## src/rtl/fifo_arb_pkg.sv

```systemverilog
// Shared types and defaults for the FIFO write-side arbiter and its bench.
package fifo_arb_pkg;

   localparam int FIFO_WIDTH_DEF = 16;
   localparam int FIFO_DEPTH_DEF = 8;
   localparam int NUM_REQ_DEF    = 4;

   typedef logic [FIFO_WIDTH_DEF-1:0] fifo_word_t;

   typedef enum logic [1:0] {RESP_NONE, RESP_ACK, RESP_DROP} resp_e;

   // A write that is neither acknowledged nor overflowed is counted as lost.
   function automatic resp_e resp_of(input logic vld, input logic ack, input logic ovf);
      if (!vld) return RESP_NONE;
      if (ovf)  return RESP_DROP;
      if (ack)  return RESP_ACK;
      return RESP_DROP;
   endfunction

endpackage

```

## src/rtl/rr_arbiter.sv

```systemverilog
// Combinational round-robin pick: first set request at or above rr_ptr, modulo NUM_REQ.
module rr_arbiter #(
   parameter int NUM_REQ = 4,
   parameter int IDX_W   = $clog2(NUM_REQ)
) (
   input  logic [NUM_REQ-1:0] req,
   input  logic [IDX_W-1:0]   rr_ptr,
   output logic [NUM_REQ-1:0] gnt,
   output logic [IDX_W-1:0]   win_idx,
   output logic               any_req
);

   logic [IDX_W-1:0] j;

   always_comb begin
      gnt     = '0;
      win_idx = '0;
      any_req = 1'b0;
      j       = '0;
      for (int unsigned k = 0; k < NUM_REQ; k++) begin
         j = IDX_W'((32'(rr_ptr) + k) % NUM_REQ);
         if (!any_req && req[j]) begin
            gnt[j]  = 1'b1;
            win_idx = j;
            any_req = 1'b1;
         end
      end
   end

endmodule

```

## src/rtl/fifo_wr_arbiter.sv

```systemverilog
// Round-robin sharing of one FIFO write port, with full-flag throttling and response routing.
// Optional FIFO_WR_ARB_STATS_EN adds saturating grant_cnt / drop_cnt outputs.
module fifo_wr_arbiter
   import fifo_arb_pkg::*;
#(
   parameter  int FIFO_WIDTH = FIFO_WIDTH_DEF,
   parameter  int NUM_REQ    = NUM_REQ_DEF,
   localparam int IDX_W      = $clog2(NUM_REQ)
) (
   input  logic                          clk,
   input  logic                          rst_n,
   input  logic [NUM_REQ-1:0]            req,
   input  logic [NUM_REQ*FIFO_WIDTH-1:0] req_data,
   output logic [NUM_REQ-1:0]            gnt,
   output logic [NUM_REQ-1:0]            done,
   output logic [NUM_REQ-1:0]            drop,
   output logic                          fifo_wr_en,
   output logic [FIFO_WIDTH-1:0]         fifo_data_in,
   input  logic                          fifo_full,
   input  logic                          fifo_almostfull,
   input  logic                          fifo_wr_ack,
   input  logic                          fifo_overflow
`ifdef FIFO_WR_ARB_STATS_EN
   ,
   output logic [NUM_REQ*16-1:0]         grant_cnt,
   output logic [15:0]                   drop_cnt
`endif
);

   logic [IDX_W-1:0]      rr_ptr, win_idx, pend_id;
   logic [NUM_REQ-1:0]    arb_gnt;
   logic                  any_req, allow, grant, pend_vld;
   logic [FIFO_WIDTH-1:0] win_data;
   resp_e                 resp;

   rr_arbiter #(.NUM_REQ(NUM_REQ), .IDX_W(IDX_W)) u_rr_arbiter (
      .req     (req),
      .rr_ptr  (rr_ptr),
      .gnt     (arb_gnt),
      .win_idx (win_idx),
      .any_req (any_req)
   );

   // A write already in flight may take the last free slot, so almostfull blocks a second one.
   assign allow = rst_n && !fifo_full && !(fifo_almostfull && fifo_wr_en);
   assign grant = allow && any_req;
   assign gnt   = grant ? arb_gnt : '0;
   assign resp  = resp_of(pend_vld, fifo_wr_ack, fifo_overflow);

   always_comb begin
      win_data = '0;
      for (int unsigned i = 0; i < NUM_REQ; i++)
         if (win_idx == IDX_W'(i)) win_data = req_data[i*FIFO_WIDTH +: FIFO_WIDTH];
   end

   always_ff @(posedge clk or negedge rst_n) begin
      if (!rst_n) begin
         rr_ptr       <= '0;
         fifo_wr_en   <= 1'b0;
         fifo_data_in <= '0;
         pend_vld     <= 1'b0;
         pend_id      <= '0;
         done         <= '0;
         drop         <= '0;
      end else begin
         fifo_wr_en <= grant;
         pend_vld   <= grant;
         if (grant) begin
            fifo_data_in <= win_data;
            pend_id      <= win_idx;
            rr_ptr       <= (win_idx == IDX_W'(NUM_REQ-1)) ? '0 : win_idx + IDX_W'(1);
         end
         // The response always belongs to the previous cycle's write, so one pending slot suffices.
         done <= '0;
         drop <= '0;
         if (resp == RESP_ACK)  done[pend_id] <= 1'b1;
         if (resp == RESP_DROP) drop[pend_id] <= 1'b1;
      end
   end

`ifdef FIFO_WR_ARB_STATS_EN
   always_ff @(posedge clk or negedge rst_n) begin
      if (!rst_n) begin
         grant_cnt <= '0;
         drop_cnt  <= '0;
      end else begin
         for (int unsigned i = 0; i < NUM_REQ; i++)
            if (grant && win_idx == IDX_W'(i) && grant_cnt[i*16 +: 16] != 16'hFFFF)
               grant_cnt[i*16 +: 16] <= grant_cnt[i*16 +: 16] + 16'd1;
         if (resp == RESP_DROP && drop_cnt != 16'hFFFF)
            drop_cnt <= drop_cnt + 16'd1;
      end
   end
`endif

endmodule

```

## config.mk

```make
export PLATFORM = sky130hd
export DESIGN_NAME = fifo_wr_arbiter
export DESIGN_NICKNAME = d
export VERILOG_FILES = /design/src/rtl/fifo_arb_pkg.sv /design/src/rtl/rr_arbiter.sv /design/src/rtl/fifo_wr_arbiter.sv
export SDC_FILE = /design/constraint.sdc
export NUM_CORES = 1
export LEC_CHECK = 0
export BUFFER_PORTS_ARGS = -buffer_cell sky130_fd_sc_hd__buf_2
export CORE_UTILIZATION = 43
export DETAILED_ROUTE_END_ITERATION = 16
export PLACE_DENSITY = 0.85
export SETUP_SLACK_MARGIN = 0.02
export SYNTH_ARGS = -nofsm -noshare
export SYNTH_HDL_FRONTEND = slang
export SYNTH_SLANG_ARGS = --single-unit
```

## constraint.sdc

```tcl
create_clock -name clk -period 3.6 [get_ports clk]
set_clock_uncertainty 0.15 [all_clocks]
set_input_delay 0.36 -clock clk [delete_from_list [all_inputs] [get_ports clk]]
set_output_delay 0.36 -clock clk [all_outputs]
set_load 0.05 [all_outputs]
```

# Word-level counts from Yosys, hierarchy flattened
# Index checks and enable logic that the tools add are counted.
totals:
  in_bits: 74
  output_inout_bits: 29
  word_cells: 95
  register_bits: 29
classes:
  n_bitwise: 3
  n_lt_le_gt_ge: 10
  add_sub_neg: 4
  mux: 49
  n_reduce_logical: 18
  eq_ne: 5
ops:
  columns: ["cell", "n"]
  rows:
  - ["16-bit two-way mux", 4]
  - ["4-bit two-way mux", 7]
  - ["2-bit two-way mux", 11]
  - ["1-bit two-way mux", 18]
  - ["2-bit by 3-bit < comparator with 1-bit output, second input constant", 5]
  - ["1-bit logical AND", 12]
  - ["4-bit OR", 3]
  - ["1-bit demux with 2-bit select", 5]
  - ["2-bit by 1-bit greater-or-equal comparator with 1-bit output, second input constant", 5]
  - ["1-bit binary-select mux with 2-bit select", 4]
  - ["2-bit equality test, second input constant", 3]
  - ["1-bit zero test", 5]
  - ["2-bit by 1-bit adder with 2-bit output, second input constant", 2]
  - ["2-bit adder, second input constant", 2]
  - ["2-bit by 1-bit equality test with 1-bit output, second input constant", 2]
  - ["2-bit zero test", 1]

# Longest topological paths before layout
# Gate-level depths: netlist of run 1.
depth:
  depth_word: 17
  ltp_mapped: 14
  depth_no_buf: 11

# Hierarchy
# From an unflattened synthesis of run 1, not the netlist that was laid out.
unflattened:
  cells_unflattened: 192
  hier_area_um2: 1923.1
by_module_without_submodules:
  columns: ["module", "seq_area_each_um2", "n_inst", "cells_per_inst", "area_each_um2"]
  rows:
  - ["fifo_wr_arbiter", 725.7, 1, 147, 1501.4]
  - ["rr_arbiter", 0.0, 1, 45, 421.7]

# Worst setup path after synthesis of run 1
# No wires, ideal clock.
synth_path:
  kind: "register to register"
  start: "register rr_ptr[0]"
  end: "register fifo_data_in[3]"
  synth_period_minus_slack_ns: 3.936
  path_buffers: 4
  setup_time_ns: 0.066
  path_stages_with_launch: 15
  setup_slack_ns: -0.336
  required_ns: 3.384
  arrival_time_ns: 3.720
  cell_sequence: "dfrtp_1 > buf_2 > buf_1 > inv_1 > ha_1 > mux4_2 > or2_2 > a221oi_1 > or2_2 > ha_1 > clkbuf_1 > buf_1 > a221oi_1 > o31ai_1 > mux2_4"
synth_via:
  elab_chain_len: 17
  word_cells_on_any_way: 34
  classes_between: "add/sub: 3; eq/ne: 3; mux: 20; reduce/logical: 8"
synth_lines:
  columns: ["item", "line", "rtl"]
  rows:
  - ["start, declared", "fifo_wr_arbiter.sv:30", "logic [IDX_W-1:0] rr_ptr, win_idx, pend_id;"]
  - ["start signal, assigned", "fifo_wr_arbiter.sv:71", "rr_ptr <= (win_idx == IDX_W'(NUM_REQ-1)) ? '0 : win_idx + IDX_W'(1);"]
  - ["parallel branches: the longest is 17 deep, another holds 2-bit by 1-bit adder with 2-bit output", null, null]
  - ["end signal, assigned", "fifo_wr_arbiter.sv:69", "fifo_data_in <= win_data;"]
  - ["end, declared", "fifo_wr_arbiter.sv:18", "output logic [FIFO_WIDTH-1:0] fifo_data_in,"]
# Parallel ways; which one is timed is not known. The select of a mux whose other input is x is not followed.
# A chain may end at the register's enable or synchronous reset.

# Final worst setup path of run 1
layout_path:
  start: "register rr_ptr[1]"
  end: "register fifo_data_in[15]"
# Same word-level chain as after synthesis.

==> flow_summary.yaml, run 1 <==
clocking:
  clockBufferDepth: 2
  path_clk_slew_ps: 70
  cts_setup_buffers: 0
  cts_tree: "done"
  htree_levels: 2
  cts_root_buf: "clkbuf_8"
  insertion_delay_ps: 270
  numCtsBuffers: 5
  cts_sinks: 29
cells_and_area:
  layout-drive-gt1-share_pct: 45.35
  final_area_um2: 2952
  instances_no_fill: 400
  fin_nets: 418
  syn_to_final_growth_pct: 31.35
  filler_cell_count: 426
  antennaDiodeCount: 0
timing:
  post-route-min-period_ps: 3410
  worst_slack_ps: 189.6
  finalSetupViolations: 0
  worst_slew_pin_slew_ps: 575.3
  fin_crit_sh_pct: 94.73
  slew_headroom_pct: 61.65
  setup_tns_ps: 0
  final_hold_viol_count: 0
  fmax_ghz: 0.2932
  slew_viol_final: 0
  rsz0062_at_grt: "false"
routing:
  drc: 0
  antenna_left: 0
  wl_mm: 5.602
  drtIter0Drc: 93
  dr.pass1.iters: 4
  vias: 2094
  vias_per_cell: 5.235
  post_drt_wl_per_cell_um: 14.01
placed_design:
  gp_congestion: 0.9420
  place_inst: 391
  dpl-instance-area_um2: 2821
  portBuffers: 102
  dp_hpwl_mm: 4.182
  preCtsSetupSlack_ps: 103.2
power_and_ir_drop:
  power.share.clock_pct: 7.9
  vdd.ir_drop.worst_mv: 0.7447
  seq_power_share_pct: 16.2
  p_sw_mw: 1.629
  p_int_mw: 1.576
  p_per_area_nw_per_um2: 1086
  finalPower_mw: 3.206
  combinationalPowerShare_pct: 75.8
  p_leak_nw: 1.389
  swShare_pct: 50.82
synth:
  async_reset_ff_share_pct: 100.0
  synth_top_family_by_area: "simple AND/OR/NAND/NOR gates"
  syn_nets: 319
  ys_seq_elements: 29
  synth_common_cells: "nor2b_1, dfrtp_1, nand2_1"
  synth_area_leaders: "dfrtp_1, nor2b_1, ha_1"
  synthAdderAreaFrac_pct: 6.682
  synth_cell_types: 38
  netlist.area_leader.share_pct: 32.29
  synth_simple_gate_area_share_pct: 22.22
  synth.most_common_cell: "nor2b_1"
  synth_compound_area_share_pct: 19.82
  syn_avg_cell_area_um2: 9.644
  netlist_instances: 233
  synth_edf_count: 0
  synth_area_leader_cell: "dfrtp_1"
  synth.area.mux_share_pct: 14.14
  syn_area_um2: 2247
  ys.flop_type: "dfrtp_1"
  synth.yosys.warnings: 0
  ys_seq_area_share_pct: 32.29
  synth_xor_area_share_pct: 0
die:
  dieArea_um2: 5519
  ioPinCount: 103
  coreArea_um2: 4880
  die_x_um: 74.29
  initial_utilization_pct: 46.05
  rows: 25
  dieHeight_um: 74.29
global_routing:
  grt_overflow_total: 0
  grt_pass1_vias: 1800
  grt_pass1_wl_mm: 8.273
  antenna_found_initial: 0
  grt_start_max_net_pins: 34
  grtUsageTotal_pct: 19.61
critical_path:
  critical_path_class: "flop to flop"
  cpMaxStageDelayCell: "mux4_2"
  worst-path-buf-inv: 1
  critPathTopFamily: "multiplexers"
  cp_cell_sequence: "inv_1, ha_2, mux4_2, a211oi_2, a221oi_4, or2_2, ha_2, nor2b_1, a221oi_1, o31ai_1, mux2_2"
  crit_required_ps: 3610
  slowest_delay_ps: 460
  worst_setup_path_end_kind: "flop"
  cp.arrival_ps: 3420
  crit_fanout: 16
  crit_path_start_kind: "flop"
  cpMostUsedCell: "ha_2"
status:
  status: "finished clean"
hold_path:
  min_path_type: "input port to flop"
run:
  cap_violations: 0
layout by cell type, fill, tap and decap left out, drive strengths merged, types with 2 or more instances in the layout:
| cell | n |
|---|---|
| a32oi | 4 |
| mux2 | 17 |
| a21oi | 7 |
| dfrtp | 29 |
| or2 | 2 |
| a21o | 5 |
| nand3 | 3 |
| nor2 | 8 |
| nand3b | 6 |
| clkinv | 2 |
| nor2b | 33 |
| buf | 108 |
| nand2b | 4 |
| a221oi | 17 |
| nor3 | 3 |
| inv | 4 |
| o31ai | 17 |
| ha | 12 |
| clkbuf | 5 |
| mux4 | 4 |
| nand2 | 24 |
| o21ai | 6 |
sequential cells by signal, summed over array words and instances, names as in the netlist:
register and flops:
done 4, drop 4, fifo_data_in 16, pend_id 2, pend_vld 1, rr_ptr 2
layer usage:
layer	vias up	global-route usage, %	share of wire (%)	wire, µm
li1	1066	-	-	-
met1	958	25.62	46	2551
met2	66	32.22	50	2773
met3	4	6.369	4.4	244
met5	-	0	0	0
met4	0	3.564	0.59	33
worst reg2reg max path: cells and delay by family (launching register included):
kind	cells	cell delay, ps
and+or+nand+nor	2	490
adders and majority gates	2	720
DFF	1	380
buffers and inverters	1	80
AOI/OAI and AO/OA	4	740
muxes	2	740
cells by family (layout without fill, tap and decap cells):
family	after synthesis	in the layout
AO/OA/AOI/OAI	60	60
adder cells (fa/ha/maj)	12	12
buffers and inverters	21	121
multiplexers	22	22
flip-flops	29	29
AND/OR/NAND/NOR	89	89
power groups by stage:
stage,Combinational [mW],Sequential [mW],Clock (mW)
2_1_floorplan,1.57,0.849,0
3_3_place_gp,2.30,0.524,0
3_5_place_dp,2.34,0.525,0
4_1_cts,2.35,0.521,0.262
5_1_grt,2.65,0.535,0.280
6_report,2.43,0.521,0.254
per-stage QoR:
step | hold WS [ps] | utilization [%]
CTS | 263.3 | 59.79
finish | 270.6 | 60.49
floorplan | -85.59 | -
global route | 264.3 | 60.49
detailed placement | 275.8 | 57.82
global placement | 277.7 | 57.82
timing repair:
item                       4_1_cts  5_1_grt
gates resized for setup          0        7
setup endpoints to repair        0       17
hold buffers                     1        0
hold endpoints to repair        29        0
area by class of cell:
type / instances / area (µm²) / share of cell area, %
repair buffers: 109 / 578.1 / 19.58
clock buffers: 5 / 68.82 / 2.331
multi-input cells: 183 / 1458 / 49.39
well taps: 67 / 83.83 / 2.840
flip-flops and latches: 29 / 725.7 / 24.59
clock inverters: 3 / 17.52 / 0.5935
inverters: 4 / 20.02 / 0.6783
worst paths after layout:
check / start / end / slack [ps] / cells past startpoint
worst max register to register: rr_ptr[1] / fifo_data_in[15] / 190 / 11
worst min-delay path: req_data[57] / fifo_data_in[9] / 270 / 4
min in group asynchronous: rst_n / fifo_data_in[3] / 500 / 3
worst max-delay path: rr_ptr[1] / fifo_data_in[15] / 190 / 11
worst min register to register: fifo_data_in[13] / fifo_data_in[13] / 360 / 1
max in group asynchronous: rst_n / fifo_data_in[13] / 2530 / 3
Note: power is estimated with default switching activity, not from simulation.
==> inputs of run 2 (changes only) <==
- ABC_AREA: not set -> 1
==> flow_summary.yaml, run 2 <==
global_routing:
  grt_overflow_total: 0
  antenna_found_initial: 0
  grt_pass1_wl_mm: 9.397
  grt_start_max_net_pins: 30
  grtUsageTotal_pct: 21.50
  grt_pass1_vias: 2076
cells_and_area:
  final_cell_mix: "nand2_1, buf_2, o21ai_0"
  reg.largest.list: "fifo_data_in: 16 flops, done: 4 flops, drop: 4 flops"
  layout_commonest_cell: "nand2_1"
  seq_area_um2: 725.7
  syn_to_final_growth_pct: 26.94
  antennaDiodeCount: 0
  filler_cell_count: 484
  fin_nets: 503
  instances_no_fill: 488
  largest-register: "fifo_data_in"
  multi_input_area_um2: 1375
  layout-drive-gt1-share_pct: 39.00
  largest_reg_flops: 16
timing:
  fin_crit_sh_pct: 90.84
  fmax_ghz: 0.3058
  final_hold_viol_count: 0
  worst_slew_pin_slew_ps: 494.9
  post-route-min-period_ps: 3270
  setup_tns_ps: 0
  slew_viol_final: 0
  slew_headroom_pct: 66.81
  finalSetupViolations: 0
  rsz0062_at_grt: "false"
die:
  dieHeight_um: 75.41
  initial_utilization_pct: 45.08
  rows: 26
  ioPinCount: 103
  die_x_um: 75.41
  dieArea_um2: 5687
  coreArea_um2: 5140
placed_design:
  portBuffers: 102
  dp_hpwl_mm: 4.511
  gp_congestion: 0.8990
  place_inst: 479
critical_path:
  crit_path_start_kind: "flop"
  critical_path_class: "flop to flop"
  crit_fanout: 16
  worst_setup_path_end_kind: "flop"
  cp.arrival_ps: 3340
  crit_required_ps: 3670
power_and_ir_drop:
  p_leak_nw: 1.653
  p_per_area_nw_per_um2: 1132
  vdd.ir_drop.worst_mv: 0.7547
routing:
  wl_mm: 5.770
  vias_per_cell: 4.826
  drc: 0
  dr.pass1.iters: 4
  vias: 2355
  antenna_left: 0
  post_drt_wl_per_cell_um: 11.82
  drtIter0Drc: 128
synth:
  ys_seq_area_share_pct: 31.32
  synth_cell_types: 32
  synth.most_common_cell: "nand2_1"
  async_reset_ff_share_pct: 100.0
  synth_edf_count: 0
  ys.flop_type: "dfrtp_1"
  synth_area_leader_cell: "dfrtp_1"
  synth_area_leaders: "dfrtp_1, nand2_1, o21ai_0"
  netlist_instances: 315
  syn_area_um2: 2317
  netlist.area_leader.share_pct: 31.32
  syn_avg_cell_area_um2: 7.356
  ys_seq_elements: 29
  synth.yosys.warnings: 0
  syn_nets: 401
  synth_common_cells: "nand2_1, o21ai_0, dfrtp_1"
clocking:
  cts_root_buf: "clkbuf_8"
  post_cts_resized: 0
  cts_sinks: 29
  path_clk_slew_ps: 70
  insertion_delay_ps: 280
  numCtsBuffers: 5
  cts_tree: "done"
  htree_levels: 2
  clockBufferDepth: 2
run:
  cap_violations: 0
status:
  status: "finished clean"
hold_path:
  min_path_type: "input port to flop"
## run 2: cell count changes after synthesis, sizes merged, moves of 6 or more
cell	delta
nand4	+7
nand3	+14
nand3b	-6
inv	+19
nor2b	-33
o21ai	+28
a221oi	-17
o31ai	-17
a21oi	+13
nand2	+115
mux2	-17
clkbuf	-6
## run 2: repair_timing
item | in CTS | in global routing
endpoints found under the setup margin | 0 | 0
hold buffers | 1 | 0
hold endpoints to repair | 29 | 0
buffers inserted | 0 | 0
## run 2: metrics by stage
step / util, % / instance area (µm²) / worst slack (ps) / power, mW / hold slack (ps)
5_1_grt: 57.23 / 2942 / 34.96 / 3.695 / 286.1
3_3_place_gp: 55.36 / 2845 / 451.3 / 3.013 / 252.7
4_1_cts: 57.23 / 2942 / 336.4 / 3.331 / 242.7
3_5_place_dp: 55.36 / 2845 / 360.6 / 3.056 / 253.2
6_report: 57.23 / 2942 / 329.9 / 3.331 / 250.1
2_1_floorplan: - / 2317 / 639.8 / 2.567 / -85.59
## run 2: layout make-up
| cell class | instances | share of cell area, % |
|---|---|---|
| tap | 70 | 2.977 |
| sequential | 29 | 24.67 |
| multi-input combinational | 249 | 46.75 |
| timing repair buffer | 109 | 19.23 |
| inverter | 23 | 3.445 |
| clock buffer | 5 | 2.339 |
| clock inverter | 3 | 0.5955 |
## run 2: metal layers
metal  track usage, %  vias to the layer above  part of all wire (%)
met4            4.938                        0                  0.83
met1            29.80                     1036                    45
met2            34.82                       94                    48
met3            4.101                        4                   5.6
li1                 -                     1221                     -
met5                0                        -                     0
## run 2: worst max-delay path, cell delays in order, from the launching register on
cell and delay (ps):
dfrtp_1 510, inv_2 180, ha_1 350, inv_1 120, nand3_1 80, nand2_1 130, inv_1 120, nand3_1 100
nand2_1 70, nand2_2 100, inv_1 70, ha_1 250, nor2_4 310, nand2_1 90, nand2_1 90, o21ai_0 130
o21ai_0 240, nand2_2 70, nand2_1 60
## run 2: cells by family after synthesis
| kind of cell | share of synthesized area [%] |
|---|---|
| flops | 31.32 |
| fa+ha+maj | 6.479 |
| buf+inv | 9.341 |
| compound gates | 13.61 |
| simple gates | 39.26 |
## run 2: final timing paths
| kind | slack, ps | cells after the start | startpoint | end |
|---|---|---|---|---|
| max in group asynchronous | 2570 | 3 | rst_n | fifo_data_in[6] |
| hold reg to reg | 320 | 2 | fifo_data_in[9] | fifo_data_in[9] |
| setup reg to reg | 330 | 18 | rr_ptr[1] | fifo_data_in[2] |
| setup / recovery | 330 | 18 | rr_ptr[1] | fifo_data_in[2] |
| hold / removal | 250 | 5 | req_data[63] | fifo_data_in[15] |
| min in group asynchronous | 470 | 3 | rst_n | done[1] |
## run 2: power breakdown
part | switching (mW) | internal (mW) | total (mW)
Combinational | 1.75 | 0.798 | 2.55
Sequential | 0.0854 | 0.434 | 0.519
Clock | 0.127 | 0.133 | 0.260
==> inputs of run 3 (changes only) <==
- BUFFER_PORTS_ARGS: -buffer_cell sky130_fd_sc_hd__buf_2 -> not set
- DONT_BUFFER_PORTS: not set -> 1
- PLACE_DENSITY: 0.85 -> 0.68
==> flow_summary.yaml, run 3 (synthesized netlist as in run 2, its figures left out) <==
clocking:
  htree_levels: 2
  path_clk_slew_ps: 70
  cts_sinks: 29
  clockBufferDepth: 2
  insertion_delay_ps: 290
  numCtsBuffers: 5
  cts_root_buf: "clkbuf_8"
  cts_tree: "done"
power_and_ir_drop:
  p_leak_nw: 1.219
  p_per_area_nw_per_um2: 1300
  finalPower_mw: 3.167
  vdd.ir_drop.worst_mv: 1.356
critical_path:
  crit_fanout: 16
  worst_setup_path_end_kind: "flop"
  startpoint: "rr_ptr[1]"
  crit_required_ps: 3670
  critical_path_class: "flop to flop"
  crit_path_start_kind: "flop"
  r2r-end: "fifo_data_in[4]"
  r2r_slack_ps: 340
  reg2reg_depth: 18
  cp.arrival_ps: 3330
  r2r_start: "rr_ptr[1]"
  critPathCapture: "fifo_data_in[4]"
die:
  rows: 26
  dieHeight_um: 75.41
  dieArea_um2: 5687
  die_x_um: 75.41
  coreArea_um2: 5140
  ioPinCount: 103
  initial_utilization_pct: 45.08
timing:
  post-route-min-period_ps: 3263
  setup_tns_ps: 0
  slew_headroom_pct: 63.31
  finalSetupViolations: 0
  fin_crit_sh_pct: 90.63
  fmax_ghz: 0.3065
  worst_slew_pin_slew_ps: 550.3
  rsz0062_at_grt: "false"
  slew_viol_final: 0
  final_hold_viol_count: 0
placed_design:
  gp_congestion: 0.8899
  dp_hpwl_mm: 4.090
  place_inst: 375
  portBuffers: 0
cells_and_area:
  layout-drive-gt1-share_pct: 19.05
  fin_nets: 400
  layout_commonest_cell: "nand2_1"
  syn_to_final_growth_pct: 5.130
  final_cell_mix: "nand2_1, o21ai_0, dfrtp_1"
  largest-register: "fifo_data_in"
  reg.largest.list: "fifo_data_in: 16 flops, done: 4 flops, drop: 4 flops"
  largest_reg_flops: 16
  antennaDiodeCount: 0
  instances_no_fill: 385
global_routing:
  antenna_found_initial: 0
  grt_start_max_net_pins: 34
  grt_pass1_wl_mm: 8.135
  grtUsageTotal_pct: 19.00
  grt_overflow_total: 0
  grt_pass1_vias: 1704
routing:
  dr.pass1.iters: 4
  drtIter0Drc: 150
  post_drt_wl_per_cell_um: 14.11
  wl_mm: 5.432
  drc: 0
  antenna_left: 0
  vias_per_cell: 5.081
  vias: 1956
status:
  status: "finished clean"
run:
  cap_violations: 0
hold_path:
  min_path_type: "input port to flop"
## run 3: cell types whose count changed in the layout (fill, tap and decap cells not counted), sizes merged
cell / change
buf: -103
## run 3: per-layer routing
metal	wire length (µm)	part of all wire [%]	global-route usage, %	vias to the layer above
met5	0	0	0	-
met4	0	0	5.556	0
met3	384	7.1	3.836	0
met2	2642	49	30.56	93
met1	2405	44	25.95	841
li1	-	-	-	1022
## run 3: how the worst min path moves through the flow
stage,from,to,slack [ps],cells after the start
global route,req_data[61],fifo_data_in[13],170,4
finish,req_data[63],fifo_data_in[15],140,4
detailed placement,rst_n,drop[3],-90,0
global placement,rst_n,drop[3],-90,0
CTS,req_data[63],fifo_data_in[15],140,4
floorplan,rst_n,done[0],-90,0
## run 3: layout make-up
cell class | count | area, µm²
clock inverters | 3 | 17.52
flip-flops and latches | 29 | 725.7
multi-input cells | 249 | 1375
repair buffers | 6 | 60.06
clock buffers | 5 | 68.82
inverters | 23 | 101.3
fillers | 559 | 2704
well taps | 70 | 87.58
## run 3: power by group
| part | internal (mW) | total [mW] | switching [mW] | leakage [nW] |
|---|---|---|---|---|
| sequential | 0.428 | 0.821 | 0.393 | 0.379 |
| clock | 0.133 | 0.264 | 0.131 | 0.0439 |
| combinational | 0.697 | 2.08 | 1.38 | 0.796 |
## run 3: per-stage QoR
stage	hold WS, ps	instance area [µm²]	worst slack, ps	util, %
3_5_place_dp	-85.18	2320	371.2	45.13
5_1_grt	172.6	2436	29.77	47.40
3_3_place_gp	-85.13	2320	504.8	45.13
6_report	143.8	2436	337.1	47.40
4_1_cts	138.1	2436	343.6	47.40
2_1_floorplan	-85.59	2317	639.8	-
## run 3: timing repair
action | 4_1_cts | 5_1_grt
resized for setup | 0 | 0
hold endpoints to repair | 29 | 0
buffers inserted | 0 | 0
hold buffers | 2 | 0
## run 3: critical path, stage by stage (launching register included)
cell and delay, ps:
dfrtp_1 530, inv_2 180, ha_1 350, inv_1 130, nand3_1 110, nand2_2 130
nor2_2 80, nor2_1 100, nand2_1 80, nand2_2 90, inv_1 60, ha_1 240
nor2_4 320, nand2_1 90, nand2_1 60, o21ai_0 60, o21ai_0 270, nand2_2 80
nand2_1 60
